**src/rtl/matmul_seq_if.sv**
```systemverilog
// Job/result handshake bundle for the sequential NxN matrix multiplier.
// The producer/consumer side uses the master modport, the multiplier the slave.
interface matmul_seq_if #(
  parameter int N         = 2,
  parameter int DataWidth = 8,
  parameter int AccWidth  = 2 * DataWidth + $clog2(N)
);
  logic                       in_valid_i;
  logic                       in_ready_o;
  logic                       signed_i;
  logic                       accumulate_i;
  logic [N*N*DataWidth-1:0]   operand_a_i;
  logic [N*N*DataWidth-1:0]   operand_b_i;
  logic                       out_valid_o;
  logic                       out_ready_i;
  logic [N*N*AccWidth-1:0]    result_o;

  modport master (
    output in_valid_i, signed_i, accumulate_i, operand_a_i, operand_b_i, out_ready_i,
    input  in_ready_o, out_valid_o, result_o
  );

  modport slave (
    input  in_valid_i, signed_i, accumulate_i, operand_a_i, operand_b_i, out_ready_i,
    output in_ready_o, out_valid_o, result_o
  );
endinterface

```
**src/rtl/matmul_seq.sv**
```systemverilog
// Sequential NxN integer matrix multiplier: one C element per cycle using
// N parallel multipliers and an adder tree, optional signed elements and
// accumulation into the held result. Sums wrap modulo 2^AccWidth.
module matmul_seq #(
  parameter int N         = 2,
  parameter int DataWidth = 8,
  parameter int AccWidth  = 2 * DataWidth + $clog2(N)
) (
  input  logic        clk_i,
  input  logic        rst_ni,
  matmul_seq_if.slave bus
);

  localparam int RowW = (N > 1) ? $clog2(N) : 1;

  localparam logic [1:0] IDLE    = 2'd0;
  localparam logic [1:0] COMPUTE = 2'd1;
  localparam logic [1:0] DONE    = 2'd2;

  logic [1:0]               state_q;
  logic [RowW-1:0]          row_q;
  logic [RowW-1:0]          col_q;
  logic [N*N*DataWidth-1:0] a_q;
  logic [N*N*DataWidth-1:0] b_q;
  logic                     sgn_q;
  logic                     acc_q;
  logic [N*N*AccWidth-1:0]  res_q;

  logic [DataWidth-1:0]         a_e;
  logic [DataWidth-1:0]         b_e;
  logic signed [DataWidth:0]    ax;
  logic signed [DataWidth:0]    bx;
  logic signed [2*DataWidth+1:0] prod_full;
  logic [2*DataWidth-1:0]       prod;
  logic [AccWidth-1:0]          prod_ext;
  logic [AccWidth-1:0]          dot;
  logic [AccWidth-1:0]          cur;
  logic                         last;

  // Dot product of row (row_q) of A with column (col_q) of B.
  always_comb begin
    // NOTE: every variable gets a default before any conditional or loop
    // assignment, so no path can leave one unassigned and infer a latch.
    a_e       = '0;
    b_e       = '0;
    ax        = '0;
    bx        = '0;
    prod_full = '0;
    prod      = '0;
    prod_ext  = '0;
    dot       = '0;
    for (int k = 0; k < N; k++) begin
      a_e = a_q[(int'(row_q) * N + k) * DataWidth +: DataWidth];
      b_e = b_q[(k * N + int'(col_q)) * DataWidth +: DataWidth];
      // One extra bit carries either the sign (signed mode) or a zero.
      ax  = {sgn_q & a_e[DataWidth-1], a_e};
      bx  = {sgn_q & b_e[DataWidth-1], b_e};
      prod_full = ax * bx;
      // Both modes' products fit exactly in 2*DataWidth bits.
      prod      = prod_full[2*DataWidth-1:0];
      prod_ext  = sgn_q ? AccWidth'($signed(prod)) : AccWidth'(prod);
      dot       = dot + prod_ext;
    end
  end

  // Held value of the element being computed, and last-element detect.
  always_comb begin
    cur  = res_q[(int'(row_q) * N + int'(col_q)) * AccWidth +: AccWidth];
    last = (row_q == RowW'(N - 1)) && (col_q == RowW'(N - 1));
  end

  // Job FSM: accept operands, sweep elements row-major, hold the result.
  always_ff @(posedge clk_i or negedge rst_ni) begin
    if (!rst_ni) begin
      // NOTE: the operand and result registers are wide but still reset,
      // because a following accumulate job must start from a zero result.
      state_q <= IDLE;
      row_q   <= '0;
      col_q   <= '0;
      a_q     <= '0;
      b_q     <= '0;
      sgn_q   <= 1'b0;
      acc_q   <= 1'b0;
      res_q   <= '0;
    end else begin
      // NOTE: non-blocking assignments so every register samples the
      // pre-edge values, independent of statement order.
      case (state_q)
        IDLE: begin
          if (bus.in_valid_i) begin
            a_q     <= bus.operand_a_i;
            b_q     <= bus.operand_b_i;
            sgn_q   <= bus.signed_i;
            acc_q   <= bus.accumulate_i;
            row_q   <= '0;
            col_q   <= '0;
            state_q <= COMPUTE;
          end
        end
        COMPUTE: begin
          res_q[(int'(row_q) * N + int'(col_q)) * AccWidth +: AccWidth] <=
            (acc_q ? cur : '0) + dot;
          if (last) begin
            state_q <= DONE;
          end else if (col_q == RowW'(N - 1)) begin
            col_q <= '0;
            row_q <= row_q + RowW'(1);
          end else begin
            col_q <= col_q + RowW'(1);
          end
        end
        DONE: begin
          if (bus.out_ready_i) state_q <= IDLE;
        end
        default: state_q <= IDLE;
      endcase
    end
  end

  // Ready is forced low while reset is held even though the state is IDLE.
  assign bus.in_ready_o  = rst_ni && (state_q == IDLE);
  assign bus.out_valid_o = (state_q == DONE);
  assign bus.result_o    = res_q;

endmodule

```
**src/flat_wrapper.sv**
```systemverilog
// flat-port wrapper written by rule: the top's interface ports become plain ports
module matmul_seq_flat 
#(
  parameter int N         = 2,
  parameter int DataWidth = 8,
  parameter int AccWidth  = 2 * DataWidth + $clog2(N)
)
  (clk_i, rst_ni, bus_in_valid_i, bus_signed_i, bus_accumulate_i, bus_operand_a_i, bus_operand_b_i, bus_out_ready_i, bus_in_ready_o, bus_out_valid_o, bus_result_o);
  matmul_seq_if #(.N(N), .DataWidth(DataWidth), .AccWidth(AccWidth)) bus_i ();
  input  logic clk_i;
  input  logic rst_ni;
  input wire logic [$bits(bus_i.in_valid_i)-1:0] bus_in_valid_i;
  input wire logic [$bits(bus_i.signed_i)-1:0] bus_signed_i;
  input wire logic [$bits(bus_i.accumulate_i)-1:0] bus_accumulate_i;
  input wire logic [$bits(bus_i.operand_a_i)-1:0] bus_operand_a_i;
  input wire logic [$bits(bus_i.operand_b_i)-1:0] bus_operand_b_i;
  input wire logic [$bits(bus_i.out_ready_i)-1:0] bus_out_ready_i;
  output wire logic [$bits(bus_i.in_ready_o)-1:0] bus_in_ready_o;
  output wire logic [$bits(bus_i.out_valid_o)-1:0] bus_out_valid_o;
  output wire logic [$bits(bus_i.result_o)-1:0] bus_result_o;
  assign bus_i.in_valid_i = bus_in_valid_i;
  assign bus_i.signed_i = bus_signed_i;
  assign bus_i.accumulate_i = bus_accumulate_i;
  assign bus_i.operand_a_i = bus_operand_a_i;
  assign bus_i.operand_b_i = bus_operand_b_i;
  assign bus_i.out_ready_i = bus_out_ready_i;
  assign bus_in_ready_o = bus_i.in_ready_o;
  assign bus_out_valid_o = bus_i.out_valid_o;
  assign bus_result_o = bus_i.result_o;
  matmul_seq #(.N(N), .DataWidth(DataWidth), .AccWidth(AccWidth)) u_core (.clk_i(clk_i), .rst_ni(rst_ni), .bus(bus_i));
endmodule
```
**config.mk**
```make
export PLATFORM = sky130hd
export DESIGN_NAME = matmul_seq_flat
export DESIGN_NICKNAME = d
export VERILOG_FILES = /design/src/rtl/matmul_seq_if.sv /design/src/rtl/matmul_seq.sv /design/src/flat_wrapper.sv
export SDC_FILE = /design/constraint.sdc
export NUM_CORES = 1
export LEC_CHECK = 0
export CAP_MARGIN = 20
export CORE_ASPECT_RATIO = 1.4
export CORE_MARGIN = 2
export CORE_UTILIZATION = 48
export DETAILED_ROUTE_END_ITERATION = 16
export GPL_TIMING_DRIVEN = 0
export PLACE_DENSITY = 0.72
export SLEW_MARGIN = 20
export SYNTH_ARGS = -nofsm -noshare
export SYNTH_HDL_FRONTEND = slang
export SYNTH_SLANG_ARGS = --single-unit
```
**constraint.sdc**
```tcl
create_clock -name clk_i -period 8.8 [get_ports clk_i]
set_input_delay 2.2 -clock clk_i [delete_from_list [all_inputs] [get_ports clk_i]]
set_output_delay 2.2 -clock clk_i [all_outputs]
set_load 0.03 [all_outputs]
```
==> results of run 1 <==
## cells by family after synthesis
kind of cell / share of synthesized area
xor+xnor: 0.0325
flops: 0.258
simple gates: 0.112
fa+ha+maj: 0.295
compound gates: 0.0928
buf+inv: 0.0712
mux: 0.139
## worst max-delay path: cells and delay by family (launching register included)
family / cells / cell delay [ps]
compound gates: 9 / 1850
xor+xnor: 2 / 320
flops: 1 / 420
simple gates: 1 / 100
fa+ha+maj: 8 / 3600
buf+inv: 10 / 1310
mux: 2 / 660
## sequential cells by signal, indices dropped and copies added (netlist names)
name,count
u_core.bus.result_o,68
u_core.sgn_q,1
u_core.b_q,32
u_core.state_q,2
u_core.col_q,1
u_core.row_q,1
u_core.a_q,32
u_core.acc_q,1
## layout make-up
class,count,area (um2)
timing repair buffer,146,1460
tap,370,463
fill,2430,11300
inverter,202,758
clock inverter,13,190
buffer,48,270
multi-input combinational,962,9210
sequential,138,3450
clock buffer,18,439
## Yosys cell counts (all sizes together) (5+ instances only)
cell type	n	area [um2]
clkbuf	40	150
buf	10	46.3
dfrtp	138	3450
fa	143	2860
nor3	12	60.1
nor2b	13	81.3
o221ai	6	52.6
o22a	6	52.6
mux4	17	383
xor2	18	158
nand2b	18	113
inv	202	758
xnor2	29	254
or3	7	43.8
o31ai	6	45.0
a21o	10	75.1
nor2	119	449
ha	87	1090
a22o	24	210
a211oi	5	37.5
nand2	135	507
or2	5	31.3
o21a	8	60.1
mux2i	39	402
a21oi	40	200
nor3b	5	42.5
and2	7	43.8
o21ai	57	285
nand3	7	35.0
nor4	5	31.3
mux2	96	1080
## stage by stage
stage | hold WS [ps] | worst slack, ps | cell area (um2) | TNS, ps
floorplan | 475 | 373 | 13400 | 0
global placement | 486 | -1830 | 15300 | -58200
detailed placement | 492 | -1620 | 15300 | -52420
CTS | 507 | 24.1 | 16100 | 0
global route | 525 | 2.92 | 16300 | 0
finish | 506 | 361 | 16300 | 0
## repair_timing
item | in CTS | in global routing
endpoints found under the setup margin | 49 | 31
hold buffers | 0 | 0
gates resized for setup | 35 | 34
buffers inserted | 0 | 4
pin swaps | 0 | 2
## metal layers
metal	vias up	part of all wire	GRT usage
li1	4768	-	-
met1	5318	0.38	0.324
met2	381	0.51	0.458
met3	86	0.060	0.0481
met4	0	0.046	0.130
met5	-	0	0
## how the worst min path moves through the flow
stage                        start             end  slack (ps)
floorplan           u_core.b_q[26]  u_core.b_q[26]         470
global placement     u_core.b_q[0]   u_core.b_q[0]         490
detailed placement   u_core.b_q[0]   u_core.b_q[0]         490
CTS                  u_core.b_q[0]   u_core.b_q[0]         510
global route        u_core.b_q[30]  u_core.b_q[30]         520
finish               u_core.b_q[0]   u_core.b_q[0]         510
==> impl_metrics.ini, run 1 <==
[sta]
max_slew.worst_pin.slew_ps = 1060
period_minus_slack_ps = 8440
setup_viol = 0
drv_slew = 0
slew_headroom = 0.292
finalClockSkew_ps = 9.39
finalHoldViolCount = 0
fmax_mhz = 118
period_share = 0.959
rsz0062_at_grt = false

[route]
drc = 0
wl_um = 38100
antenna_left = 0
post_drt_wl_per_cell_um = 20.1
dr.pass1.iters = 5
drtIter0Drc = 520
avgViaCountPerCell = 5.56
num_vias = 10600

[clock_tree]
cts_max_level = 4
cts_buffers = 17
clkSinkCount = 138
clockBufferDepth = 2
cts_root_buffer = clkbuf_16
clk_latency_ps = 450
cts_tree = built
clkSlewWorstSetupHoldPaths_ps = 60

[global_route]
grt_pass1_vias = 11100
grt_overflow_total = 0
antenna_found_initial = 0
grt_use_total = 0.267
grt_pass1_wl_um = 60100
grt_max_degree = 90

[setup_path]
r2r-end = u_core.bus.result_o[14]
crit_path_max_incr_delay_ps = 540
rrSetupSlack_ps = 360
critPathMaxFanout = 10
timing.rr.start = u_core.row_q
cp_data_required_time_ps = 9110
endpoint_kind = flop
cp_slowest_cell = fa_1
critPathCapture = u_core.bus.result_o[14]
cp.arrival_ps = 8750
r2r_cells = 32
crit_type = reg -> reg
critPathLaunchType = flop
crit_path_start = u_core.row_q

[die]
initial_core_util = 0.486
die-area_um2 = 29300
num_io_pins = 140
dieHeight_um = 202
chipWidth_um = 145
core_area_um2 = 27600
row_count = 72

[synthesis]
synthFlopType = dfrtp_1
syn-mean-instance-area_um2 = 9.92
yosysWarningCount = 0
ys_seq_area_frac = 0.258
synth_edf_count = 0
syn-num-nets = 1652
syn_area_um2 = 13400
synthArstFlopShare = 1.00
synth-seq-cells = 138
yosys.cell_types.count = 59
synthCells = 1352

[cells_and_area]
final_cell_mix = inv_1, fa_1, clkdlybuf4s50_1, dfrtp_1, nand2_1
nNetsFinal = 1815
syn_to_final_growth_pct = 21.2
fin_util = 0.590
layout_commonest_cell = inv_1
drive_gt1_frac = 0.132
diodes = 0
instances_no_fill = 1897

[placement]
io_buffers = 139
routabilityCongestion = 0.914
hpwl_um = 30200
dp.cells = 1863

[worst_hold_path]
min_path_cells = 1
min_path_type = reg -> reg

[flow_run]
cap_viol_max_count = 0

[outcome]
status = finished clean
Power of run 1 is not shown: default switching activity piles up to over one toggle a cycle in this logic, so the estimate is an artifact.
==> inputs of run 2 (changes only) <==
Settings changed: CELL_PAD_IN_SITES_DETAIL_PLACEMENT set to 1, CELL_PAD_IN_SITES_GLOBAL_PLACEMENT set to 1, CORE_MARGIN 2 to unset, CORE_UTILIZATION 48 to 42, PLACE_DENSITY 0.72 to unset, PLACE_DENSITY_LB_ADDON set to 0.1.
==> impl_metrics.ini, run 2 (synthesis gave the netlist of run 1 again) <==
[outcome]
status = finished clean

[route]
post_drt_wl_per_cell_um = 22.4
drc = 0
num_vias = 10700
drtIter0Drc = 301
dr.pass1.iters = 4
antenna_left = 0
wl_um = 43500
avgViaCountPerCell = 5.51

[die]
num_io_pins = 140
row_count = 77
dieHeight_um = 213
die-area_um2 = 32600
chipWidth_um = 153
initial_core_util = 0.426
core_area_um2 = 31500

[setup_path]
cp_slowest_cell = fa_1
critPathMaxFanout = 10
crit_path_max_incr_delay_ps = 570
crit_type = reg -> reg
cp.arrival_ps = 8870
crit_path_start = u_core.col_q
cp_data_required_time_ps = 9130
crit_top_cell = fa_1
endpoint_kind = flop
critPathLaunchType = flop
timing.rr.start = u_core.col_q

[clock_tree]
clkSinkCount = 138
cts_hold_buf = 0
clkSlewWorstSetupHoldPaths_ps = 70
clockBufferDepth = 2
cts_buffers = 17
clk_latency_ps = 460
cts_tree = built
cts_root_buffer = clkbuf_16
cts_max_level = 4

[cells_and_area]
fillCellCount = 3495
layout_commonest_cell = inv_1
multi_input_area_um2 = 9340
nNetsFinal = 1832
instances_no_fill = 1940
final_cell_mix = inv_1, fa_1, clkdlybuf4s50_1, dfrtp_1, nand2_1
syn_to_final_growth_pct = 23.3
diodes = 0
ff_latch_area_um2 = 3450
drive_gt1_frac = 0.154
largest_reg_flops = 68

[sta]
max_slew.worst_pin.slew_ps = 1080
slew_headroom = 0.277
fin_hold_ws_ps = 508
drv_slew = 0
period_share = 0.970
period_minus_slack_ps = 8540
finalClockSkew_ps = 15.2
finalHoldViolCount = 0
setup_viol = 0
fmax_mhz = 117

[placement]
io_buffers = 139
hpwl_um = 34200
routabilityCongestion = 0.929
dp.cells = 1888

[global_route]
antenna_found_initial = 0
grt_max_degree = 86
grt_pass1_wl_um = 68300
grt_overflow_total = 0
grt_pass1_vias = 11900
grt_use_total = 0.281

[flow_run]
cap_viol_max_count = 0

[worst_hold_path]
min_path_type = reg -> reg
min-delay-start = u_core.b_q[30]
## run 2: cell count changes in the layout (fill, tap and decap cells not counted), moves of 3 or more
cell / delta
a21oi_1: -5
a21oi_2: +4
bufinv_16: -4
buf_4: +17
buf_12: +3
inv_8: +7
## run 2: layout make-up
type | instances | area share
buffer | 48 | 0.0192
clock buffer | 18 | 0.0260
clock inverter | 14 | 0.00893
inverter | 202 | 0.0459
multi-input combinational | 962 | 0.565
sequential | 138 | 0.209
tap | 395 | 0.0299
timing repair buffer | 163 | 0.0966
## run 2: metrics by stage
step	setup TNS [ps]	utilization	worst slack, ps	cell area, um2
after floorplan	0	-	373	13400
after global placement	-115160	0.485	-2340	15300
after detailed placement	-75820	0.487	-2480	15300
after CTS	0	0.514	6.40	16200
after global routing	-44.6	0.525	-25.3	16500
final	0	0.525	261	16500
## run 2: path summary, 6_finish.rpt
kind,to,slack [ps],cells past startpoint
setup / recovery,u_core.bus.result_o[51],260,34
hold / removal,u_core.b_q[30],510,1
setup reg to reg,u_core.bus.result_o[51],260,34
hold reg to reg,u_core.b_q[30],510,1
max in group asynchronous,u_core.bus.result_o[33],6330,2
min in group asynchronous,u_core.a_q[2],1670,1
## run 2: critical path: cells and delay by family (launching register included)
family | cells | cell delay [ps]
adder cells (fa/ha/maj) | 8 | 3800
AO/OA/AOI/OAI | 11 | 2160
buffers and inverters | 9 | 930
flip-flops | 1 | 430
XOR/XNOR | 2 | 410
multiplexers | 1 | 380
AND/OR/NAND/NOR | 3 | 260
## run 2: repair_timing
| action | in CTS | in global routing |
|---|---|---|
| setup buffers | 3 | 18 |
| pin swaps | 4 | 11 |
| resized for setup | 63 | 45 |
| cloned | 0 | 1 |
| endpoints found under the setup margin | 51 | 36 |
## run 2: metal layers
metal	part of all wire	up-vias	global-route usage	wire (um)
li1	-	4818	-	-
met1	0.38	5531	0.314	16700
met2	0.53	254	0.520	23200
met3	0.033	95	0.0392	1460
met4	0.049	0	0.154	2150
met5	0	-	0	0
Power of run 2 is left out for the same reason.
